$ cat config.mk
export PLATFORM = sky130hd
export DESIGN_NAME = spi_sensor_responder
export DESIGN_NICKNAME = d
export VERILOG_FILES = /design/src/rtl/spi_sensor_pkg.sv /design/src/rtl/spi_sensor_responder_edge_sync.sv /design/src/rtl/spi_sensor_responder.sv
export SDC_FILE = /design/constraint.sdc
export NUM_CORES = 1
export LEC_CHECK = 0
export ABC_AREA = 1
export CORE_UTILIZATION = 50
export CTS_BUF_LIST = sky130_fd_sc_hd__clkbuf_4
export DETAILED_ROUTE_END_ITERATION = 8
export PLACE_DENSITY = 0.66
export RECOVER_POWER = 25
export SLEW_MARGIN = 5
export SYNTH_ARGS = -nofsm -noshare
export SYNTH_HDL_FRONTEND = slang
export SYNTH_SLANG_ARGS = --single-unit
$ cat constraint.sdc
create_clock -name clk -period 5.4 [get_ports clk]
set_input_delay 0.54 -clock clk [delete_from_list [all_inputs] [get_ports clk]]
set_output_delay 0.54 -clock clk [all_outputs]
set_load 0.03 [all_outputs]
$ cat src/rtl/spi_sensor_pkg.sv
// Shared definitions for the SPI sensor responder: command opcodes, FSM states
// and the read-only ID byte table that lives at the top of the register space.
package spi_sensor_pkg;

  localparam int ADDR_W = 6;
  localparam int DATA_W = 16;

  localparam logic [1:0] OP_CONVERT = 2'b00;
  localparam logic [1:0] OP_CAL     = 2'b01;
  localparam logic [1:0] OP_WRITE   = 2'b10;
  localparam logic [1:0] OP_READ    = 2'b11;

  typedef enum logic [1:0] {
    IDLE  = 2'd0,
    SHIFT = 2'd1,
    DONE  = 2'd2
  } state_t;

  // Constant ID bytes: "INTAN" at 40..44, "RHD2132" at 45..51, revision at 63.
  function automatic logic [7:0] id_byte(input logic [ADDR_W-1:0] addr);
    logic [7:0] val;
    case (addr)
      6'd40:   val = 8'h49;
      6'd41:   val = 8'h4E;
      6'd42:   val = 8'h54;
      6'd43:   val = 8'h41;
      6'd44:   val = 8'h4E;
      6'd45:   val = 8'h52;
      6'd46:   val = 8'h48;
      6'd47:   val = 8'h44;
      6'd48:   val = 8'h32;
      6'd49:   val = 8'h31;
      6'd50:   val = 8'h33;
      6'd51:   val = 8'h32;
      6'd63:   val = 8'h01;
      default: val = 8'h00;
    endcase
    return val;
  endfunction

endpackage

$ cat src/rtl/spi_sensor_responder_edge_sync.sv
// Oversampling front end: synchronizes SCLK, CS_b and MOSI into the clk domain
// and produces single-cycle edge strobes from the synchronized levels.
module spi_edge_sync #(
  parameter int SYNC_STAGES = 2
) (
  input  logic clk,
  input  logic reset,
  input  logic sclk_in,
  input  logic cs_b_in,
  input  logic mosi_in,
  output logic cs_b_s,
  output logic mosi_s,
  output logic sclk_rise,
  output logic sclk_fall,
  output logic cs_b_fall
);

  if (SYNC_STAGES < 2) begin : g_bad_sync
    $error("spi_edge_sync needs at least two synchronizer stages");
  end

  logic [SYNC_STAGES-1:0] sclk_sync_q, sclk_sync_d;
  logic [SYNC_STAGES-1:0] cs_sync_q, cs_sync_d;
  logic [SYNC_STAGES-1:0] mosi_sync_q, mosi_sync_d;
  logic                   sclk_prev_q, sclk_prev_d;
  logic                   cs_prev_q, cs_prev_d;

  always_comb begin
    sclk_sync_d = {sclk_sync_q[SYNC_STAGES-2:0], sclk_in};
    cs_sync_d   = {cs_sync_q[SYNC_STAGES-2:0], cs_b_in};
    mosi_sync_d = {mosi_sync_q[SYNC_STAGES-2:0], mosi_in};
    sclk_prev_d = sclk_sync_q[SYNC_STAGES-1];
    cs_prev_d   = cs_sync_q[SYNC_STAGES-1];
  end

  // The CS_b chain comes out of reset at its deasserted level so that
  // releasing reset with the link idle does not look like a select edge.
  always_ff @(posedge clk or negedge reset) begin
    if (!reset) begin
      sclk_sync_q <= '0;
      cs_sync_q   <= '1;
      mosi_sync_q <= '0;
      sclk_prev_q <= 1'b0;
      cs_prev_q   <= 1'b1;
    end else begin
      sclk_sync_q <= sclk_sync_d;
      cs_sync_q   <= cs_sync_d;
      mosi_sync_q <= mosi_sync_d;
      sclk_prev_q <= sclk_prev_d;
      cs_prev_q   <= cs_prev_d;
    end
  end

  assign cs_b_s    = cs_sync_q[SYNC_STAGES-1];
  assign mosi_s    = mosi_sync_q[SYNC_STAGES-1];
  assign sclk_rise = sclk_sync_q[SYNC_STAGES-1] & ~sclk_prev_q;
  assign sclk_fall = ~sclk_sync_q[SYNC_STAGES-1] & sclk_prev_q;
  assign cs_b_fall = ~cs_sync_q[SYNC_STAGES-1] & cs_prev_q;

endmodule

$ cat src/rtl/spi_sensor_responder.sv
// SPI mode-0 target modelling the sensor end of the link: decodes 16-bit
// commands and returns each result two frames later through a two-slot pipeline.
module spi_sensor_responder
  import spi_sensor_pkg::*;
#(
  parameter int FRAME_BITS  = 16,
  parameter int SYNC_STAGES = 2,
  parameter int N_REGS      = 64,
  parameter int RO_BASE     = 40,
  parameter int CAL_CYCLES  = 600
) (
  input  logic              clk,
  input  logic              reset,
  input  logic              SCLK,
  input  logic              CS_b,
  input  logic              MOSI,
  output logic              MISO,
  output logic [ADDR_W-1:0] adc_chan,
  output logic              adc_req,
  input  logic [DATA_W-1:0] adc_data,
  output logic              cal_busy,
  output logic              frame_done,
  output logic              frame_err
);

  if (FRAME_BITS != DATA_W) begin : g_bad_frame
    $error("FRAME_BITS is fixed at 16 by the sensor protocol");
  end
  if ((N_REGS != (1 << ADDR_W)) || (RO_BASE < 1) || (RO_BASE > N_REGS)) begin : g_bad_regs
    $error("register space must be 64 entries with RO_BASE inside it");
  end

  localparam int CNT_W = $clog2(FRAME_BITS + 1);
  localparam int CAL_W = $clog2(CAL_CYCLES + 1);
  localparam logic [CNT_W-1:0]  LAST_BIT = CNT_W'(FRAME_BITS);
  localparam logic [CAL_W-1:0]  CAL_LOAD = CAL_W'(CAL_CYCLES);
  localparam logic [ADDR_W-1:0] RO_ADDR  = ADDR_W'(RO_BASE);

  logic cs_b_s, mosi_s, sclk_rise, sclk_fall, cs_b_fall;

  spi_edge_sync #(
    .SYNC_STAGES(SYNC_STAGES)
  ) u_sync (
    .clk      (clk),
    .reset    (reset),
    .sclk_in  (SCLK),
    .cs_b_in  (CS_b),
    .mosi_in  (MOSI),
    .cs_b_s   (cs_b_s),
    .mosi_s   (mosi_s),
    .sclk_rise(sclk_rise),
    .sclk_fall(sclk_fall),
    .cs_b_fall(cs_b_fall)
  );

  state_t                state_q, state_d;
  logic [CNT_W-1:0]      bit_cnt_q, bit_cnt_d;
  logic [FRAME_BITS-1:0] rx_shift_q, rx_shift_d;
  logic [FRAME_BITS-1:0] tx_shift_q, tx_shift_d;
  logic [DATA_W-1:0]     slot1_q, slot1_d;
  logic [DATA_W-1:0]     slot2_q, slot2_d;
  logic [7:0]            regs_q [RO_BASE];
  logic [7:0]            regs_d [RO_BASE];
  logic [CAL_W-1:0]      cal_cnt_q, cal_cnt_d;
  logic [ADDR_W-1:0]     adc_chan_q, adc_chan_d;
  logic                  adc_req_q, adc_req_d;
  logic                  frame_done_q, frame_done_d;
  logic                  frame_err_q, frame_err_d;
  logic                  conv_pend_q, conv_pend_d;
  logic                  conv_cap_q, conv_cap_d;

  logic [1:0]            opcode;
  logic [ADDR_W-1:0]     addr;
  logic [7:0]            wdata;
  logic [7:0]            rd_byte;
  logic                  addr_writable;

  always_comb begin
    opcode        = rx_shift_q[15:14];
    addr          = rx_shift_q[13:8];
    wdata         = rx_shift_q[7:0];
    addr_writable = (addr < RO_ADDR);
    rd_byte       = addr_writable ? regs_q[addr] : id_byte(addr);
  end

  // The frame is decoded on the SHIFT->DONE transition. A CONVERT's sample
  // arrives one cycle after adc_req, so slot 1 is patched two cycles later.
  always_comb begin
    state_d      = state_q;
    bit_cnt_d    = bit_cnt_q;
    rx_shift_d   = rx_shift_q;
    tx_shift_d   = tx_shift_q;
    slot1_d      = slot1_q;
    slot2_d      = slot2_q;
    regs_d       = regs_q;
    cal_cnt_d    = (cal_cnt_q != '0) ? cal_cnt_q - 1'b1 : cal_cnt_q;
    adc_chan_d   = adc_chan_q;
    adc_req_d    = 1'b0;
    frame_done_d = 1'b0;
    frame_err_d  = 1'b0;
    conv_pend_d  = 1'b0;
    conv_cap_d   = conv_pend_q;

    if (conv_cap_q) begin
      slot1_d = adc_data;
    end

    case (state_q)
      IDLE: begin
        if (cs_b_fall) begin
          state_d    = SHIFT;
          tx_shift_d = slot2_q;
          bit_cnt_d  = '0;
        end
      end

      SHIFT: begin
        if (bit_cnt_q == LAST_BIT) begin
          state_d      = DONE;
          frame_done_d = 1'b1;
          slot2_d      = slot1_q;
          case (opcode)
            OP_CONVERT: begin
              adc_chan_d  = addr;
              adc_req_d   = 1'b1;
              conv_pend_d = ~cal_busy;
              slot1_d     = '0;
            end
            OP_CAL: begin
              cal_cnt_d = CAL_LOAD;
              slot1_d   = '0;
            end
            OP_WRITE: begin
              if (addr_writable) begin
                regs_d[addr] = wdata;
                slot1_d      = {8'hFF, wdata};
              end else begin
                slot1_d = {8'hFF, id_byte(addr)};
              end
            end
            OP_READ: begin
              slot1_d = {8'h00, rd_byte};
            end
          endcase
        end else if (cs_b_s) begin
          state_d     = IDLE;
          frame_err_d = 1'b1;
        end else begin
          if (sclk_rise) begin
            rx_shift_d = {rx_shift_q[FRAME_BITS-2:0], mosi_s};
            bit_cnt_d  = bit_cnt_q + 1'b1;
          end
          if (sclk_fall) begin
            tx_shift_d = {tx_shift_q[FRAME_BITS-2:0], 1'b0};
          end
        end
      end

      DONE: begin
        if (cs_b_s) begin
          state_d = IDLE;
        end
      end

      default: state_d = IDLE;
    endcase
  end

  always_ff @(posedge clk or negedge reset) begin
    if (!reset) begin
      state_q      <= IDLE;
      bit_cnt_q    <= '0;
      rx_shift_q   <= '0;
      tx_shift_q   <= '0;
      slot1_q      <= '0;
      slot2_q      <= '0;
      cal_cnt_q    <= '0;
      adc_chan_q   <= '0;
      adc_req_q    <= 1'b0;
      frame_done_q <= 1'b0;
      frame_err_q  <= 1'b0;
      conv_pend_q  <= 1'b0;
      conv_cap_q   <= 1'b0;
      for (int i = 0; i < RO_BASE; i++) begin
        regs_q[i] <= '0;
      end
    end else begin
      state_q      <= state_d;
      bit_cnt_q    <= bit_cnt_d;
      rx_shift_q   <= rx_shift_d;
      tx_shift_q   <= tx_shift_d;
      slot1_q      <= slot1_d;
      slot2_q      <= slot2_d;
      cal_cnt_q    <= cal_cnt_d;
      adc_chan_q   <= adc_chan_d;
      adc_req_q    <= adc_req_d;
      frame_done_q <= frame_done_d;
      frame_err_q  <= frame_err_d;
      conv_pend_q  <= conv_pend_d;
      conv_cap_q   <= conv_cap_d;
      regs_q       <= regs_d;
    end
  end

  assign MISO       = ((state_q == SHIFT) && !cs_b_s) ? tx_shift_q[FRAME_BITS-1] : 1'b0;
  assign adc_chan   = adc_chan_q;
  assign adc_req    = adc_req_q;
  assign cal_busy   = (cal_cnt_q != '0);
  assign frame_done = frame_done_q;
  assign frame_err  = frame_err_q;

endmodule

Yosys cells after proc, flatten, opt, wreduce, memory -nomap -nowiden

Memories as Yosys holds them, arrays and structs flattened.
Cells that the tools add are included.

Register bits: 420
Memory bits (read-only): 896
Input port bits: 21
Logic and storage cells: 141
Memories: 2

Memories:

| memory          | words | bits a word | rd ports | clocked after Yosys merged registers in | write ports | line                 | source |
|---|---|---|---|---|---|---|---|
| (no name shown) | 64    | 7           | 1        | 0                                       | 0           | spi_sensor_pkg.sv:22 | `case (addr)` |
| (no name shown) | 64    | 7           | 1        | 0                                       | 0           | spi_sensor_pkg.sv:22 |  |

$add $sub $neg: 2
$lt $le $gt $ge: 3
Equal/unequal tests: 11
Mux-type cells: 42
Bitwise logic cells: 9
Reductions and logical operators: 14

Operator list:

| operator                                                                     | count |
|---|---|
| 320-bit bitwise mux                                                          | 1 |
| 16-bit two-way mux                                                           | 7 |
| 8-bit binary-select mux with 6-bit select                                    | 1 |
| 8-bit demux with 6-bit select                                                | 1 |
| 16-bit one-hot mux with 3 select lines                                       | 1 |
| 10-bit two-way mux                                                           | 4 |
| 8-bit two-way mux                                                            | 5 |
| 16-bit one-hot mux with 2 select lines                                       | 1 |
| 5-bit two-way mux                                                            | 4 |
| 1-bit two-way mux                                                            | 12 |
| 2-bit != test, second input constant                                         | 5 |
| 5-bit one-hot mux with 2 select lines                                        | 1 |
| 5-bit AND reduction                                                          | 2 |
| 10-bit nonzero test                                                          | 1 |
| 10-bit by 1-bit subtractor with 10-bit output, second input constant         | 1 |
| 4-bit AND reduction                                                          | 2 |
| 7-bit greater-or-equal comparator, second input constant                     | 1 |
| 7-bit by 1-bit less-than comparator with 1-bit output, second input constant | 1 |
| 6-bit NOT with 7-bit output                                                  | 1 |
| 2-bit equality test, second input constant                                   | 3 |
| 6-bit less-than comparator, second input constant                            | 1 |
| 2-bit two-way mux                                                            | 3 |
| 2-bit one-hot mux with 3 select lines                                        | 1 |
| 5-bit by 1-bit adder with 5-bit output, second input constant                | 1 |
| other kinds (11)                                                             | 20 |

Depth between registers and ports, before layout

Depth after elaboration: 8
Depth in mapped cells: 15

Cells and area by module

A second synthesis with hierarchy kept.

Cells, all modules: 2422
Area, all modules: 19299.8 um^2

By module, submodules not included:

| module               | instances | cells each | area each (um^2) | sequential area each (um^2) |
|---|---|---|---|---|
| spi_sensor_responder | 1         | 2408       | 19073.3          | 10309.9 |
| spi_edge_sync        | 1         | 14         | 226.5            | 203.9 |

Worst setup path after synthesis

No wires, ideal clock.

Kind: reg-to-reg
Start: register bit_cnt_q[0]
End: register regs_q[109] (netlist name)
Setup time: 0.131 ns
Arrival time: 1.903 ns
Slack: 3.365 ns
Cell stages (with the launch flop): 13
Buffers on the path: 1
Clock period less this slack: 2.035 ns
Cell sequence: dfrtp_1 -> inv_1 -> ha_1 -> nand2_1 -> nor3_2 -> nand2_1 -> nor2_4 -> inv_2 -> nor4_4 -> nand2_4 -> buf_6 -> nand2_1 -> o21ai_1

Word-level cells in the longest chain between the ends: 2

Ends and longest elaborated chain:

| element                       | line                        | source |
|---|---|---|
| from (decl)                   | spi_sensor_responder.sv:57  | `logic [CNT_W-1:0] bit_cnt_q, bit_cnt_d;` |
| from (signal assigned)        | spi_sensor_responder.sv:189 | `bit_cnt_q <= bit_cnt_d;` |
| 5-bit equality test           | spi_sensor_responder.sv:118 | `if (bit_cnt_q == LAST_BIT) begin` |
| 4-bit AND reduction (no line) | -                           |  |
| to (signal assigned)          | spi_sensor_responder.sv:201 | `regs_q <= regs_d;` |
| to (decl)                     | spi_sensor_responder.sv:62  | `logic [7:0] regs_q [RO_BASE];` |

No other way between the ends.
A chain may end at the register's enable or synchronous reset.

Worst setup path in the final report

Start: register state_q[1]
End: output MISO

Word-level cells in the longest chain between the ends: 3

Ends and longest elaborated chain:

| element                                        | line                        | source |
|---|---|---|
| from (decl)                                    | spi_sensor_responder.sv:56  | `state_t state_q, state_d;` |
| from (signal assigned)                         | spi_sensor_responder.sv:188 | `state_q <= state_d;` |
| 2-bit by 1-bit equality test with 1-bit output | spi_sensor_responder.sv:205 | `assign MISO = ((state_q == SHIFT) && !cs_b_s) ? tx_shift_q[FRAME_BITS-1] : 1'b0;` |
| 1-bit logical AND                              | spi_sensor_responder.sv:205 |  |
| 1-bit two-way mux                              | spi_sensor_responder.sv:205 |  |
| to (decl)                                      | spi_sensor_responder.sv:17  | `output logic MISO,` |

No other way between the ends.

==> impl_metrics.tcl <==
set metrics [dict create \
    final_max_slew_viol_count 100 \
    via_per_inst 5.37 \
    synthFlopType "dfrtp_1" \
    synth_edf_count 0 \
    whs_path_depth 1 \
    status "finished, violations left" \
    grt_setup_unrepaired "no" \
    ys_seq_area_share_pct 51.9 \
    crit_path_end_kind "output port" \
    holdPathEnd "u_sync.mosi_sync_q[0]" \
    critPathMaxFanout 34 \
    drt_first_iter_violations 1576 \
    setup-violations-final 0 \
    die_y_um 203 \
    dp_hpwl_mm 32.4 \
    timing.setup.tns_ps 0 \
    worstPathArrival_ps 3550 \
    rows 73 \
    p_sw_w 0.00190 \
    hp-start "MOSI" \
    cts_setup_buffers 0 \
    cts_made_buffers 112 \
    wl_per_cell_um 17.6 \
    syn_area_um2 20300 \
    grt_pass1_wl_mm 88.3 \
    grt_remaining_overflow 0 \
    path_class "flop to output port" \
    rr_startpoint "state_q[1]" \
    postCtsHoldBufs 2 \
    hold_viol_final 0 \
    cap_violations 1 \
    r2r_end "regs_q[12]" \
    placed_area_um2 20600 \
    yosysWarnings 0 \
    globalplace.congestion 0.870 \
    worstPathRequired_ps 4860 \
    violations "max-capacitance violations, max-slew violations" \
    ys_types 47 \
    fin_crit_ps 4090 \
    core_area_um2 39800 \
    die-area_um2 41300 \
    fp.dieW_um 203 \
    rrSetupSlack_ps 1690 \
    cts.path.max_buffers 3 \
    fin_util_pct 55.4 \
    io_buffers 31 \
    grtUsageTotal_pct 27.4 \
    num_vias 16694 \
    reg2regPathDepth 9 \
    drtAntennaViolNets 0 \
    dr.pass1.iters 8 \
    htreeDepth 3 \
    cts_resized 0 \
    clockPowerShare_pct 41.6 \
    fin_area_um2 22000 \
    nets 2525 \
    min_path_type "primary input to flop" \
    antenna_found_initial 4 \
    pwr-share-comb_pct 9.9 \
    clk_pin_slew_ps 60 \
    wirelength_mm 54.7 \
    drive_above_1_share_pct 11.1 \
    worstSetupStartpointType "flop" \
    tritoncts "done" \
    slew_headroom_pct -81.5 \
    worstSetupStartpoint "state_q[1]" \
    worst_pin_slew_ps 2720 \
    cts.sinks 420 \
    fmax_ghz 0.245 \
    syn_avg_cell_area_um2 8.15 \
    ios 32 \
    synth_seq_cells 420 \
    max-vdd-ir-drop_uv 182 \
    internal_power_w 0.00481 \
    async_reset_ff_share_pct 100 \
    fin_ws_ps 1310 \
    synth_cells 2486 \
    pre_cts_ws_ps 2210 \
    cts_root_buffer "clkbuf_4" \
    clk_latency_ps 900 \
    power_leakage_nw 10.5 \
    drc_errors 0 \
    grt_pass1_vias 16238 \
    p_per_area_nw_per_um2 305 \
    fin_crit_sh_pct 75.7 \
    fill_cells 3812 \
    finalClockSkew_ps 50.0 \
    start_util_pct 50.9 \
    sw_frac_of_total_pct 28.4 \
    power_frac_seq_pct 48.5 \
    grt_max_degree 153 \
    synthToLayoutAreaGrowth_pct 8.84 \
    synth.net_count 2514 \
]
==> per-layer routing <==
metal / part of all wire (%) / wire length (um) / global-route usage [%]
met1: 44 / 24100 / 36.5
met2: 46 / 25100 / 42.0
met3: 7.1 / 3860 / 7.46
met4: 3.1 / 1680 / 11.8
met5: 0.048 / 26 / 0
==> critical path, cell delays in order (launching register included) <==
cell	delay [ps]
dfrtp_1	400
nor2_2	100
clkbuf_1	990
inv_1	280
nor3_1	210
clkdlybuf4s50_1	700
==> cell families (layout without fill, tap and decap cells) <==
| kind of cell | count (synthesis) | in the layout | share of synthesized area, % |
|---|---|---|---|
| AO/OA/AOI/OAI | 536 | 536 | 14.1 |
| XOR/XNOR | 6 | 6 | 0.259 |
| adder cells (fa/ha/maj) | 7 | 7 | 0.432 |
| buffers and inverters | 306 | 401 | 6.98 |
| flip-flops | 420 | 420 | 51.9 |
| other | 0 | 4 | 0 |
| AND/OR/NAND/NOR | 1211 | 1211 | 26.3 |
==> cells in the mapped netlist (2+ instances only) <==
master,number,area share (%)
inv_1,134,2.5
o31ai_1,4,0.15
nand2_1,1050,19
a21boi_0,6,0.22
o211ai_1,52,1.9
inv_2,5,0.093
clkbuf_1,82,1.5
nand4_2,6,0.37
buf_4,3,0.11
buf_2,44,1.1
nor2_8,3,0.30
dfrtp_1,417,52
buf_1,10,0.19
clkinv_1,2,0.037
nor2_4,3,0.17
xor2_1,3,0.13
dfstp_2,3,0.39
nand3_1,36,0.89
dlygate4sd1_1,6,0.26
nor2_1,54,1.0
nand4_4,14,1.5
nor3_1,5,0.12
o21ai_1,277,6.8
nand4_1,2,0.062
or2_2,6,0.19
ha_1,7,0.43
buf_6,15,0.83
nand2_4,6,0.33
xnor2_1,3,0.13
a21oi_1,25,0.62
nor3_2,2,0.099
nand3_4,16,1.4
nor3_4,3,0.24
buf_12,3,0.30
o21ai_0,167,4.1
==> placed cells by master (no fill, tap or decap), drive strengths merged <==
cell	Yosys	final
a21oi	26	26
a21boi	6	6
o21ai	445	445
nand3b	1	1
xnor2	3	3
o211ai	52	52
ha	7	7
diode	0	4
or2	6	6
inv	141	143
o31ai	4	4
nand4	22	22
dfstp	3	3
o32ai	1	1
a31o	1	1
clkbuf	82	180
and3	1	1
nor3	10	10
dlygate4sd3	0	5
nor4	2	2
nor2	61	61
a311oi	1	1
nand2	1056	1056
buf	75	26
xor2	3	3
clkinv	2	20
dfrtp	417	417
clkdlybuf4s50	0	27
nand3	52	52
==> how the worst max path moves through the flow <==
stage	end	cells past startpoint
after floorplan	regs_q[109]	12
after global placement	slot1_q[2]	12
after detailed placement	slot1_q[2]	12
after CTS	cal_busy	6
after global routing	MISO	6
final	MISO	5
==> power by group through the flow <==
stage               registers [W]  clock network [W]  logic, W
detailed placement        0.00331                  0  0.000661
finish                    0.00326            0.00280  0.000663
CTS                       0.00325            0.00287  0.000667
global route              0.00326            0.00303  0.000730
global placement          0.00331                  0  0.000659
floorplan                 0.00331                  0  0.000346
==> cell type report <==
| class | count | area [um^2] | share of cell area [%] |
|---|---|---|---|
| multi-input combinational | 1760 | 8320 | 37.8 |
| sequential | 420 | 10500 | 47.7 |
| clock buffer | 178 | 1340 | 6.06 |
| clock inverter | 20 | 77.6 | 0.352 |
| antenna | 4 | 10.0 | 0.0454 |
| tap | 525 | 657 | 2.98 |
| timing repair buffer | 60 | 574 | 2.61 |
| inverter | 143 | 547 | 2.48 |
==> flip-flops by register name (all words and copies together), names as in the netlist <==
signal / cells
adc_req: 1
u_sync.cs_sync_q: 2
slot2_q: 16
frame_err: 1
frame_done: 1
adc_chan: 6
u_sync.cs_prev_q: 1
bit_cnt_q: 5
u_sync.sclk_sync_q: 2
cal_cnt_q: 10
conv_cap_d: 1
conv_cap_q: 1
tx_shift_q: 16
u_sync.mosi_sync_q: 2
u_sync.sclk_prev_q: 1
slot1_q: 16
state_q: 2
regs_q: 320
rx_shift_q: 16
==> through the flow <==
step | total power, W | hold slack (ps) | cells
detailed placement | 0.00397 | 341 | 2906
global route | 0.00702 | 182 | 3110
global placement | 0.00397 | 332 | 2906
finish | 0.00671 | 239 | 3110
CTS | 0.00680 | 60.8 | 3106
floorplan | 0.00365 | 244 | 2486
(Power assumes the default switching activity.)
